==> src/rtl/multi_alarm_if.sv <==
// Bundle between the time/alarm register file and the multi-alarm controller:
// time inputs, user pulses and the ringing/snooze status back to buzzer/display.
interface multi_alarm_if #(
  parameter int NUM_ALARMS = 4,
  parameter int TIME_W     = 32
);
  localparam int ID_W = (NUM_ALARMS > 1) ? $clog2(NUM_ALARMS) : 1;

  logic                         i_Tick_1Hz;
  logic [TIME_W-1:0]            i_Time;
  logic [NUM_ALARMS*TIME_W-1:0] i_Alarm_Times;
  logic [NUM_ALARMS-1:0]        i_Alarm_Enable;
  logic                         i_Snooze;
  logic                         i_Dismiss;
  logic [NUM_ALARMS-1:0]        o_Ringing;
  logic [NUM_ALARMS-1:0]        o_Snoozed;
  logic                         o_Alarm_On;
  logic [ID_W-1:0]              o_Ringing_Id;
  logic                         o_Ringing_Valid;

  modport master (
    output i_Tick_1Hz, i_Time, i_Alarm_Times, i_Alarm_Enable, i_Snooze, i_Dismiss,
    input  o_Ringing, o_Snoozed, o_Alarm_On, o_Ringing_Id, o_Ringing_Valid
  );

  modport slave (
    input  i_Tick_1Hz, i_Time, i_Alarm_Times, i_Alarm_Enable, i_Snooze, i_Dismiss,
    output o_Ringing, o_Snoozed, o_Alarm_On, o_Ringing_Id, o_Ringing_Valid
  );
endinterface

==> src/rtl/multi_alarm_controller.sv <==
// NUM_ALARMS independent IDLE/RING/SNOOZE channels with 1 Hz ring timeout,
// snooze timer, snooze limit and lowest-index arbitration of snooze/dismiss.
module multi_alarm_controller #(
  parameter int NUM_ALARMS           = 4,
  parameter int TIME_W               = 32,
  parameter int SNOOZE_SECONDS       = 300,
  parameter int RING_TIMEOUT_SECONDS = 60,
  parameter int MAX_SNOOZES          = 3
) (
  input logic          i_Clk,
  input logic          i_Reset_n,
  multi_alarm_if.slave bus
);
  localparam int ID_W = (NUM_ALARMS > 1) ? $clog2(NUM_ALARMS) : 1;
  localparam int RC_W = $clog2(RING_TIMEOUT_SECONDS + 1);
  localparam int SC_W = $clog2(SNOOZE_SECONDS + 1);
  localparam int SN_W = $clog2(MAX_SNOOZES + 2);

  typedef enum logic [1:0] {ST_IDLE, ST_RING, ST_SNOOZE} state_t;

  logic [NUM_ALARMS-1:0] ringing;
  logic [NUM_ALARMS-1:0] snoozed;
  logic [ID_W-1:0]       sel;
  logic                  sel_vld;

  // Lowest-index ringing channel owns the user buttons.
  always_comb begin
    sel     = '0;
    sel_vld = 1'b0;
    for (int k = NUM_ALARMS - 1; k >= 0; k--) begin
      if (ringing[k]) begin
        sel     = ID_W'(k);
        sel_vld = 1'b1;
      end
    end
  end

  for (genvar k = 0; k < NUM_ALARMS; k++) begin : g_ch
    state_t          state;
    logic            en;
    logic            hit;
    logic            hit_d;
    logic            trig;
    logic            is_sel;
    logic [RC_W-1:0] ring_cnt;
    logic [SC_W-1:0] snz_cnt;
    logic [SN_W-1:0] snooze_num;

    assign en     = bus.i_Alarm_Enable[k];
    assign hit    = en && (bus.i_Time == bus.i_Alarm_Times[k*TIME_W +: TIME_W]);
    assign trig   = hit && !hit_d;
    assign is_sel = sel_vld && (sel == ID_W'(k));

    // User events are checked before the tick, so a coincident tick is consumed.
    always_ff @(posedge i_Clk or negedge i_Reset_n) begin
      if (!i_Reset_n) begin
        state      <= ST_IDLE;
        hit_d      <= 1'b0;
        ring_cnt   <= '0;
        snz_cnt    <= '0;
        snooze_num <= '0;
      end else begin
        hit_d <= hit;
        case (state)
          ST_IDLE: begin
            if (trig) begin
              state      <= ST_RING;
              ring_cnt   <= '0;
              snooze_num <= '0;
            end
          end
          ST_RING: begin
            if (!en) begin
              state <= ST_IDLE;
            end else if (is_sel && bus.i_Dismiss) begin
              state <= ST_IDLE;
            end else if (is_sel && bus.i_Snooze && (snooze_num == SN_W'(MAX_SNOOZES))) begin
              state <= ST_IDLE;
            end else if (is_sel && bus.i_Snooze) begin
              state      <= ST_SNOOZE;
              snooze_num <= snooze_num + SN_W'(1);
              snz_cnt    <= '0;
            end else if (bus.i_Tick_1Hz) begin
              if (ring_cnt == RC_W'(RING_TIMEOUT_SECONDS - 1)) begin
                state <= ST_IDLE;
              end else begin
                ring_cnt <= ring_cnt + RC_W'(1);
              end
            end
          end
          ST_SNOOZE: begin
            if (!en) begin
              state <= ST_IDLE;
            end else if (bus.i_Tick_1Hz) begin
              if (snz_cnt == SC_W'(SNOOZE_SECONDS - 1)) begin
                state    <= ST_RING;
                ring_cnt <= '0;
              end else begin
                snz_cnt <= snz_cnt + SC_W'(1);
              end
            end
          end
          default: state <= ST_IDLE;
        endcase
      end
    end

    assign ringing[k] = (state == ST_RING);
    assign snoozed[k] = (state == ST_SNOOZE);
  end

  assign bus.o_Ringing       = ringing;
  assign bus.o_Snoozed       = snoozed;
  assign bus.o_Alarm_On      = |ringing;
  assign bus.o_Ringing_Id    = sel;
  assign bus.o_Ringing_Valid = |ringing;
endmodule

==> src/flat_wrapper.sv <==
// flat-port wrapper written by rule: the top's interface ports become plain ports
module multi_alarm_controller_flat 
#(
  parameter int NUM_ALARMS           = 4,
  parameter int TIME_W               = 32,
  parameter int SNOOZE_SECONDS       = 300,
  parameter int RING_TIMEOUT_SECONDS = 60,
  parameter int MAX_SNOOZES          = 3
)
  (i_Clk, i_Reset_n, bus_i_Tick_1Hz, bus_i_Time, bus_i_Alarm_Times, bus_i_Alarm_Enable, bus_i_Snooze, bus_i_Dismiss, bus_o_Ringing, bus_o_Snoozed, bus_o_Alarm_On, bus_o_Ringing_Id, bus_o_Ringing_Valid);
  multi_alarm_if #(.NUM_ALARMS(NUM_ALARMS), .TIME_W(TIME_W)) bus_i ();
  input logic i_Clk;
  input logic i_Reset_n;
  input wire logic [$bits(bus_i.i_Tick_1Hz)-1:0] bus_i_Tick_1Hz;
  input wire logic [$bits(bus_i.i_Time)-1:0] bus_i_Time;
  input wire logic [$bits(bus_i.i_Alarm_Times)-1:0] bus_i_Alarm_Times;
  input wire logic [$bits(bus_i.i_Alarm_Enable)-1:0] bus_i_Alarm_Enable;
  input wire logic [$bits(bus_i.i_Snooze)-1:0] bus_i_Snooze;
  input wire logic [$bits(bus_i.i_Dismiss)-1:0] bus_i_Dismiss;
  output wire logic [$bits(bus_i.o_Ringing)-1:0] bus_o_Ringing;
  output wire logic [$bits(bus_i.o_Snoozed)-1:0] bus_o_Snoozed;
  output wire logic [$bits(bus_i.o_Alarm_On)-1:0] bus_o_Alarm_On;
  output wire logic [$bits(bus_i.o_Ringing_Id)-1:0] bus_o_Ringing_Id;
  output wire logic [$bits(bus_i.o_Ringing_Valid)-1:0] bus_o_Ringing_Valid;
  assign bus_i.i_Tick_1Hz = bus_i_Tick_1Hz;
  assign bus_i.i_Time = bus_i_Time;
  assign bus_i.i_Alarm_Times = bus_i_Alarm_Times;
  assign bus_i.i_Alarm_Enable = bus_i_Alarm_Enable;
  assign bus_i.i_Snooze = bus_i_Snooze;
  assign bus_i.i_Dismiss = bus_i_Dismiss;
  assign bus_o_Ringing = bus_i.o_Ringing;
  assign bus_o_Snoozed = bus_i.o_Snoozed;
  assign bus_o_Alarm_On = bus_i.o_Alarm_On;
  assign bus_o_Ringing_Id = bus_i.o_Ringing_Id;
  assign bus_o_Ringing_Valid = bus_i.o_Ringing_Valid;
  multi_alarm_controller #(.NUM_ALARMS(NUM_ALARMS), .TIME_W(TIME_W), .SNOOZE_SECONDS(SNOOZE_SECONDS), .RING_TIMEOUT_SECONDS(RING_TIMEOUT_SECONDS), .MAX_SNOOZES(MAX_SNOOZES)) u_core (.i_Clk(i_Clk), .i_Reset_n(i_Reset_n), .bus(bus_i));
endmodule
==> config.mk <==
export PLATFORM = sky130hd
export DESIGN_NAME = multi_alarm_controller_flat
export DESIGN_NICKNAME = d
export VERILOG_FILES = /design/src/rtl/multi_alarm_if.sv /design/src/rtl/multi_alarm_controller.sv /design/src/flat_wrapper.sv
export SDC_FILE = /design/constraint.sdc
export NUM_CORES = 1
export LEC_CHECK = 0
export CAP_MARGIN = 30
export CELL_PAD_IN_SITES_DETAIL_PLACEMENT = 2
export CELL_PAD_IN_SITES_GLOBAL_PLACEMENT = 2
export CORE_UTILIZATION = 31
export CTS_CLUSTER_DIAMETER = 120
export CTS_CLUSTER_SIZE = 14
export DETAILED_ROUTE_END_ITERATION = 6
export PLACE_DENSITY = 0.88
export SETUP_SLACK_MARGIN = 0.5
export SYNTH_ARGS = -nofsm -noshare
export SYNTH_HDL_FRONTEND = slang
export SYNTH_SLANG_ARGS = --single-unit
==> constraint.sdc <==
create_clock -name i_Clk -period 4.6 [get_ports i_Clk]
set_input_delay 1.15 -clock i_Clk [delete_from_list [all_inputs] [get_ports i_Clk]]
set_output_delay 1.15 -clock i_Clk [all_outputs]
set_load 0.02 [all_outputs]
==> results.md, run 1 <==
- Outcome: completed
- Area leader, netlist: dfrtp_1
- Post-synth EDFFs: 0
- First-pass GRT wire length: 41200 um
- RSZ-0062 raised after global routing: no
- Largest stage delay, worst path: 0.68 ns
- WP data required: 3.45 ns
- Setup violations, final: 0
- Cells after Synth: 682
- Post-Layout Cell Count: 1140
- Via density per instance: 5.42
- Total gr overflow: 0
- HP Class: reg2reg
- Commonest non-fill, non-tap cell in the layout: clkdlybuf4s50_1
- Critical path depth: 4
- Die X: 143 um
- R2R depth: 7
- Syn nets: 867
- Number of global-route vias before repair: 7121
- Cell Area, Synth: 0.00618 mm^2
- CTS max path bufs: 2
- Port buffer count: 180
- Endpoint class of the critical path: primary output
- Slew Viols, Final: 0
- Dominant cells by area after synthesis: dfrtp_1 (34%), xnor2_1 (10%), xor2_1 (9.2%), nand4_1 (3.4%), nor2_1 (3.3%)
- DR pass1 iterations: 4
- Initial antenna violation count: 6
- Buf/Inv on CP: 2
- CP Launch Type: flop
- # H-tree levels: 3
- Clock slew at reported path FFs: 0.07 ns
- Crit path max fanout: 11
- Share of the synthesized area in the top cell type: 34.0%
- Gp weighted congestion: 0.914
- GRT Resource Usage Total: 27.4%
- Crit share post-route: 82.4%
- DPL Wire Length: 21700 um
- Clk_lat worst skew: 0.36 ns
- Routed len/inst: 23.4 um
- Layout fillers: 2176
- Ys flop type: dfrtp_1
- Slew Limit Headroom: 45.1%
- Worst EP arrival: 2.64 ns
- Clock Root Buffer: clkbuf_16
- Critical path cell sequence: nand2b_1 > inv_2 > a211oi_1 > clkdlybuf4s50_1
- Setup TNS: 0 ns
- Synth Register Bits: 84
- Delay-heaviest family, CP: buffers and inverters
- DP Cell Count: 1118
- Die footprint: 0.0205 mm^2
- Via count: 6184
- DRC viols: 0
- Layout area overhead: 39.2%
- Hold buffers post-CTS: 0
- Hold depth: 1
- Clk_skew: 0.00981 ns
- Fin util: 44.1%
- Die Y: 143 um
- Fin. Hold Viols: 0
- CP Class: reg2out
- Detail Route Antenna Nets: 0
- Commonest non-fill, non-tap cells in the layout: clkdlybuf4s50_1 (179), dfrtp_1 (84), xnor2_1 (72), xor2_1 (65), nor2_1 (55)
- Top Ports: 181
- Proportion of layout cells with a drive suffix above 1: 5.41%
- DR iter-0 viols: 257
- Register area share after synthesis: 34.0%
- Syn_area_per_cell: 9.06 um^2
- Placed Area: 0.00829 mm^2
- PostCTS Resize Cnt: 0
- Async S/R FF share, synth: 100%
- Slowest cell on the critical path: clkdlybuf4s50_1
- Power per cell area: 221 mW/mm^2
- CTS Buf Count: 9
- Row count: 51
- Largest net degree at the start of global routing: 62
- Slew at the pin with the worst max-slew slack: 0.824 ns
- Final Routed Wirelength: 26700 um
- Initial Utilization: 31.6%
- Final instance area: 0.00860 mm^2
- CTS tree: built
- Peak supply drop: 0.156 mV
- Total clock sinks: 84
- Leakage: 0.00360 uW
- Core Area: 0.0195 mm^2
- Period minus WS final: 3.79 ns
- Max-cap violations: 0
- Final #Nets: 1049
- Yosys warns: 0
- Fmax: 264 MHz
- Setup bufs post-CTS: 0
- Post-synthesis cell type count: 75
## power breakdown
group	switching (uW)	internal [uW]	leakage (uW)
Clock	328	435	0.000145
Combinational	175	207	0.00231
Sequential	11.2	746	0.00115
## metal layers
metal	GRT usage (%)	routed length [um]	vias to the layer above
li1	-	-	2856
met1	27.3	9440	3061
met2	51.5	14500	202
met3	6.27	1420	65
met4	16.6	1360	0
met5	0	0	-
## cell usage after synthesis (all sizes together), types with 7 or more instances
library cell and count:
nand4 35, clkbuf 10, nor3 11, and3 16, inv 27, xnor2 72, nand3 27, nand2b 17
a22o 11, or2 9, xor2 65, nand2 43, a21oi 15, ha 16, nor2b 9, o21ai 28
nor2 55, nor4 25, dfrtp 84, o2bb2ai 7, a21o 8
## per-stage QoR
stage / setup slack [ns] / hold slack, ns / total power [uW]
after detailed placement: 0.631 / 0.478 / 1150
final: 0.810 / 0.496 / 1900
after global routing: 0.734 / 0.507 / 1970
after CTS: 0.802 / 0.490 / 1920
after global placement: 0.613 / 0.472 / 1130
after floorplan: 1.67 / 0.438 / 895
## registers in the layout (all words and copies together) (netlist names)
| name | flops |
|---|---|
| u_core.g_ch.snooze_num | 12 |
| u_core.g_ch.state | 8 |
| u_core.g_ch.snz_cnt | 36 |
| u_core.g_ch.ring_cnt | 24 |
| u_core.g_ch.hit_d | 4 |
## area by class of cell
class / count / area [um^2] / area share, %
Antenna cell: 6 / 15.0 / 0.175
Timing Repair Buffer: 187 / 1850 / 21.5
Tap cell: 265 / 332 / 3.85
Multi-Input combinational cell: 554 / 3890 / 45.3
Inverter: 28 / 105 / 1.22
Clock inverter: 6 / 63.8 / 0.742
Sequential cell: 84 / 2100 / 24.4
Clock buffer: 10 / 239 / 2.78
## worst register-to-register path: cells and delay by family, from the launching register on
kind,cells,cell delay (ns)
and+or+nand+nor,3,1.07
DFF,1,0.51
buffers and inverters,1,0.24
muxes,1,0.07
AOI/OAI and AO/OA,2,0.71
## path summary, 6_finish.rpt
kind                                            from                         end  slack (ns)
max                          u_core.g_ch[0].state[1]         bus_o_Ringing_Id[1]        0.81
min reg2reg                u_core.g_ch[3].snz_cnt[8]   u_core.g_ch[3].snz_cnt[8]        0.50
min in group asynchronous                  i_Reset_n   u_core.g_ch[0].snz_cnt[7]        0.88
max in group asynchronous                  i_Reset_n     u_core.g_ch[3].state[1]        2.80
max reg2reg                  u_core.g_ch[0].state[1]  u_core.g_ch[2].ring_cnt[2]        1.89
min                        u_core.g_ch[3].snz_cnt[8]   u_core.g_ch[3].snz_cnt[8]        0.50
## cell families after synthesis
family | Yosys count | share of synthesized area, %
buffers and inverters | 44 | 2.94
AO/OA/AOI/OAI | 125 | 14.6
AND/OR/NAND/NOR | 268 | 24.4
adder cells (fa/ha/maj) | 16 | 3.24
multiplexers | 8 | 1.38
flip-flops | 84 | 34.0
XOR/XNOR | 137 | 19.4
(Power assumes the default switching activity.)
==> inputs of run 2 (changes only) <==
Settings changed: CORE_UTILIZATION 31 to 26, PLACE_DENSITY 0.88 to 0.78.
Clock period 4.6 ns to 3.4 ns, I/O delays scaled along.
==> run 2 against run 1 <==
  * Cell count rose by 8.2%
  * Sequential share of layout area is 1.3 points lower
  * Cell area up 5.7%
  * First-iteration DRC count decreased by 11%
  * Via count up 1.9%
  * Global-route usage shrank 5.6 points
  * Combinational power grew 43%
  * Worst setup slack worse by 0.31 ns
  * Count of clock-buffer cells in the layout decreased by 1
  * Register-to-register slack got worse by 0.96 ns
  * Die area up 19%
  * Critical path type is now in2reg
  * Largest cell class unchanged
  * Largest power group is now sequential cells
==> results.md, run 2 (synthesis results as in run 1) <==
- DPL Wire Length: 21600 um (-0.64%)
- Total gr overflow: 0 (unchanged)
- Critical path origin: bus_i_Time[14]
- Total clock sinks: 84 (unchanged)
- Leakage: 0.00398 uW (+11%)
- Proportion of layout cells with a drive suffix above 1: 11.5% (+6.1 points)
- Number of global-route vias before repair: 6844 (-3.9%)
- Die Y: 156 um (+9.1%)
- Reg2reg start: u_core.g_ch[0].snz_cnt[0]
- Slew Viols, Final: 0 (unchanged)
- Final instance area: 0.00909 mm^2 (+5.7%)
- Post-Layout Cell Count: 1233 (+8.2%)
- DRC viols: 0 (unchanged)
- DR pass1 iterations: 5 (+1)
- Clk_lat worst skew: 0.35 ns (about the same)
- Logic pwr share: 21.2% (+1.1 points)
- Register Area: 0.00210 mm^2 (unchanged)
- Hold Slack: 0.498 ns (+0.00123 ns)
- Via density per instance: 5.11 (-5.7%)
- Clk_skew: 0.00655 ns (-0.00326 ns)
- Largest net degree at the start of global routing: 54 (-13%)
- Peak supply drop: 0.240 mV (+54%)
- Crit share post-route: 85.2%
- Sw power: 699 uW (+36%)
- Fmax: 345 MHz
- CTS Buf Count: 9 (unchanged)
- Port buffer count: 180 (unchanged)
- Placed Area: 0.00867 mm^2 (+4.7%)
- Commonest non-fill, non-tap cell in the layout: clkdlybuf4s50_1
- GRT Resource Usage Total: 21.9% (-5.6 points)
- Routed len/inst: 21.1 um (-10%)
- Clock power share: 39.0% (-1.1 points)
- Sw Share: 27.1% (+0.096 points)
- Period minus WS final: 2.90 ns
- Layout area overhead: 47.2%
- Largest Register: u_core.g_ch.snz_cnt
- CP Launch Type: primary input
- HP Class: reg2reg
- Power per cell area: 283 mW/mm^2 (+28%)
- Via count: 6304 (+1.9%)
- Outcome: completed
- Endpoint class of the critical path: flop
- RSZ-0062 raised after global routing: yes
- CTS tree: built
- Largest register FFs: 36 (unchanged)
- Initial antenna violation count: 3 (-3)
- Crit path max fanout: 5 (-6)
- Commonest non-fill, non-tap cells in the layout: clkdlybuf4s50_1 (148), dfrtp_1 (84), xnor2_1 (68), xor2_1 (65), nor2_1 (55)
- Internal Power: 1880 uW (+35%)
- CP Class: in2reg
- Die X: 156 um (+9.1%)
- Row count: 56 (+9.8%)
- DR iter-0 viols: 230 (-11%)
- Final #Nets: 1093 (+4.2%)
- Die footprint: 0.0244 mm^2 (+19%)
- # H-tree levels: 3 (unchanged)
- DP Cell Count: 1213 (+8.5%)
- Setup ws final: 0.502 ns (-0.308 ns)
- First-pass GRT wire length: 39900 um (-3.1%)
- Initial Utilization: 26.4% (-5.2 points)
- Core Area: 0.0234 mm^2 (+20%)
- Clock slew at reported path FFs: 0.07 ns (about the same)
- Clock Root Buffer: clkbuf_16
- Top Ports: 181 (unchanged)
- Final Routed Wirelength: 26000 um (-2.6%)
- Setup violations, final: 0 (unchanged)
- Layout fillers: 2630 (+21%)
- Largest regs: u_core.g_ch.snz_cnt x36, u_core.g_ch.ring_cnt x24, u_core.g_ch.snooze_num x12
- Reg power frac: 39.7% (about the same)
- Max-cap violations: 0 (unchanged)
- Fin. Hold Viols: 0 (unchanged)
- Setup WS pre-CTS: -0.0618 ns (-0.693 ns)
- Multi-input gate area: 0.00400 mm^2 (+2.6%)
- WP data required: 3.64 ns (+0.19 ns)
- Gp weighted congestion: 0.851 (-6.9%)
- Detail Route Antenna Nets: 0 (unchanged)
- Worst hold path startpoint: u_core.g_ch[3].snz_cnt[8]
- Slew Limit Headroom: 47.2% (+2.1 points)
- Slew at the pin with the worst max-slew slack: 0.786 ns (-0.0379 ns)
- CTS max path bufs: 2 (unchanged)
- Worst EP arrival: 3.14 ns (+0.50 ns)
run 2: cell types whose count changed in the layout (fill, tap and decap cells not counted), sizes merged:
cell,change
clkdlybuf4s50,-31
clkbuf,-1
inv,+1
clkinvlp,-1
dlygate4sd2,+23
buf,+44
diode,-4
dlymetal6s2s,+8
run 2: path summary, 6_finish.rpt:
kind / slack [ns] / end / cells past startpoint
max: 0.50 / u_core.g_ch[2].ring_cnt[0] / 7
min: 0.50 / u_core.g_ch[3].snz_cnt[8] / 1
max reg2reg: 0.93 / u_core.g_ch[0].ring_cnt[4] / 7
min reg2reg: 0.50 / u_core.g_ch[3].snz_cnt[8] / 1
max in group asynchronous: 2.22 / u_core.g_ch[2].snz_cnt[4] / 2
min in group asynchronous: 0.54 / u_core.g_ch[0].snz_cnt[6] / 1
run 2: power groups by stage:
stage / clock network (uW) / registers, uW / logic [uW]
after global placement: 0 / 1040 / 529
final: 1010 / 1020 / 547
after detailed placement: 0 / 1040 / 543
after CTS: 1040 / 1020 / 543
after global routing: 1070 / 1020 / 581
after floorplan: 0 / 1040 / 173
run 2: critical path: stages:
cell and delay [ns]:
clkdlybuf4s50_1 0.57, xor2_1 0.24, nor4_2 0.23, nand2_1 0.15, or4_4 0.58, a21o_1 0.24, mux2_4 0.27
run 2: layer usage:
layer / global-route usage [%] / share of wire [%]
met2: 38.9 / 51
met4: 11.2 / 4.6
met1: 24.1 / 39
met3: 5.31 / 5.3
met5: 0 / 0.038
run 2: layout make-up:
cell class              count  share of cell area, %
clock inverters             6                  0.715
diodes                      2                 0.0550
flip-flops and latches     84                   23.1
inverters                  28                   1.16
repair buffers            231                   24.2
well taps                 319                   4.39
multi-input cells         554                   43.9
clock buffers               9                   2.48
run 2: stage by stage:
| step | total power (uW) | setup TNS, ns | utilization [%] |
|---|---|---|---|
| 2_1_floorplan | 1210 | 0 | - |
| 6_report | 2580 | 0 | 38.9 |
| 4_1_cts | 2600 | 0 | 38.4 |
| 5_1_grt | 2680 | 0 | 38.9 |
| 3_3_place_gp | 1570 | -0.0422 | 37.1 |
| 3_5_place_dp | 1590 | -0.199 | 37.1 |
run 2: repair_timing:
action | 4_1_cts | 5_1_grt
setup buffers | 1 | 2
pin swaps | 10 | 10
endpoints found under the setup margin | 31 | 32
resized for setup | 33 | 18
hold buffers | 0 | 0
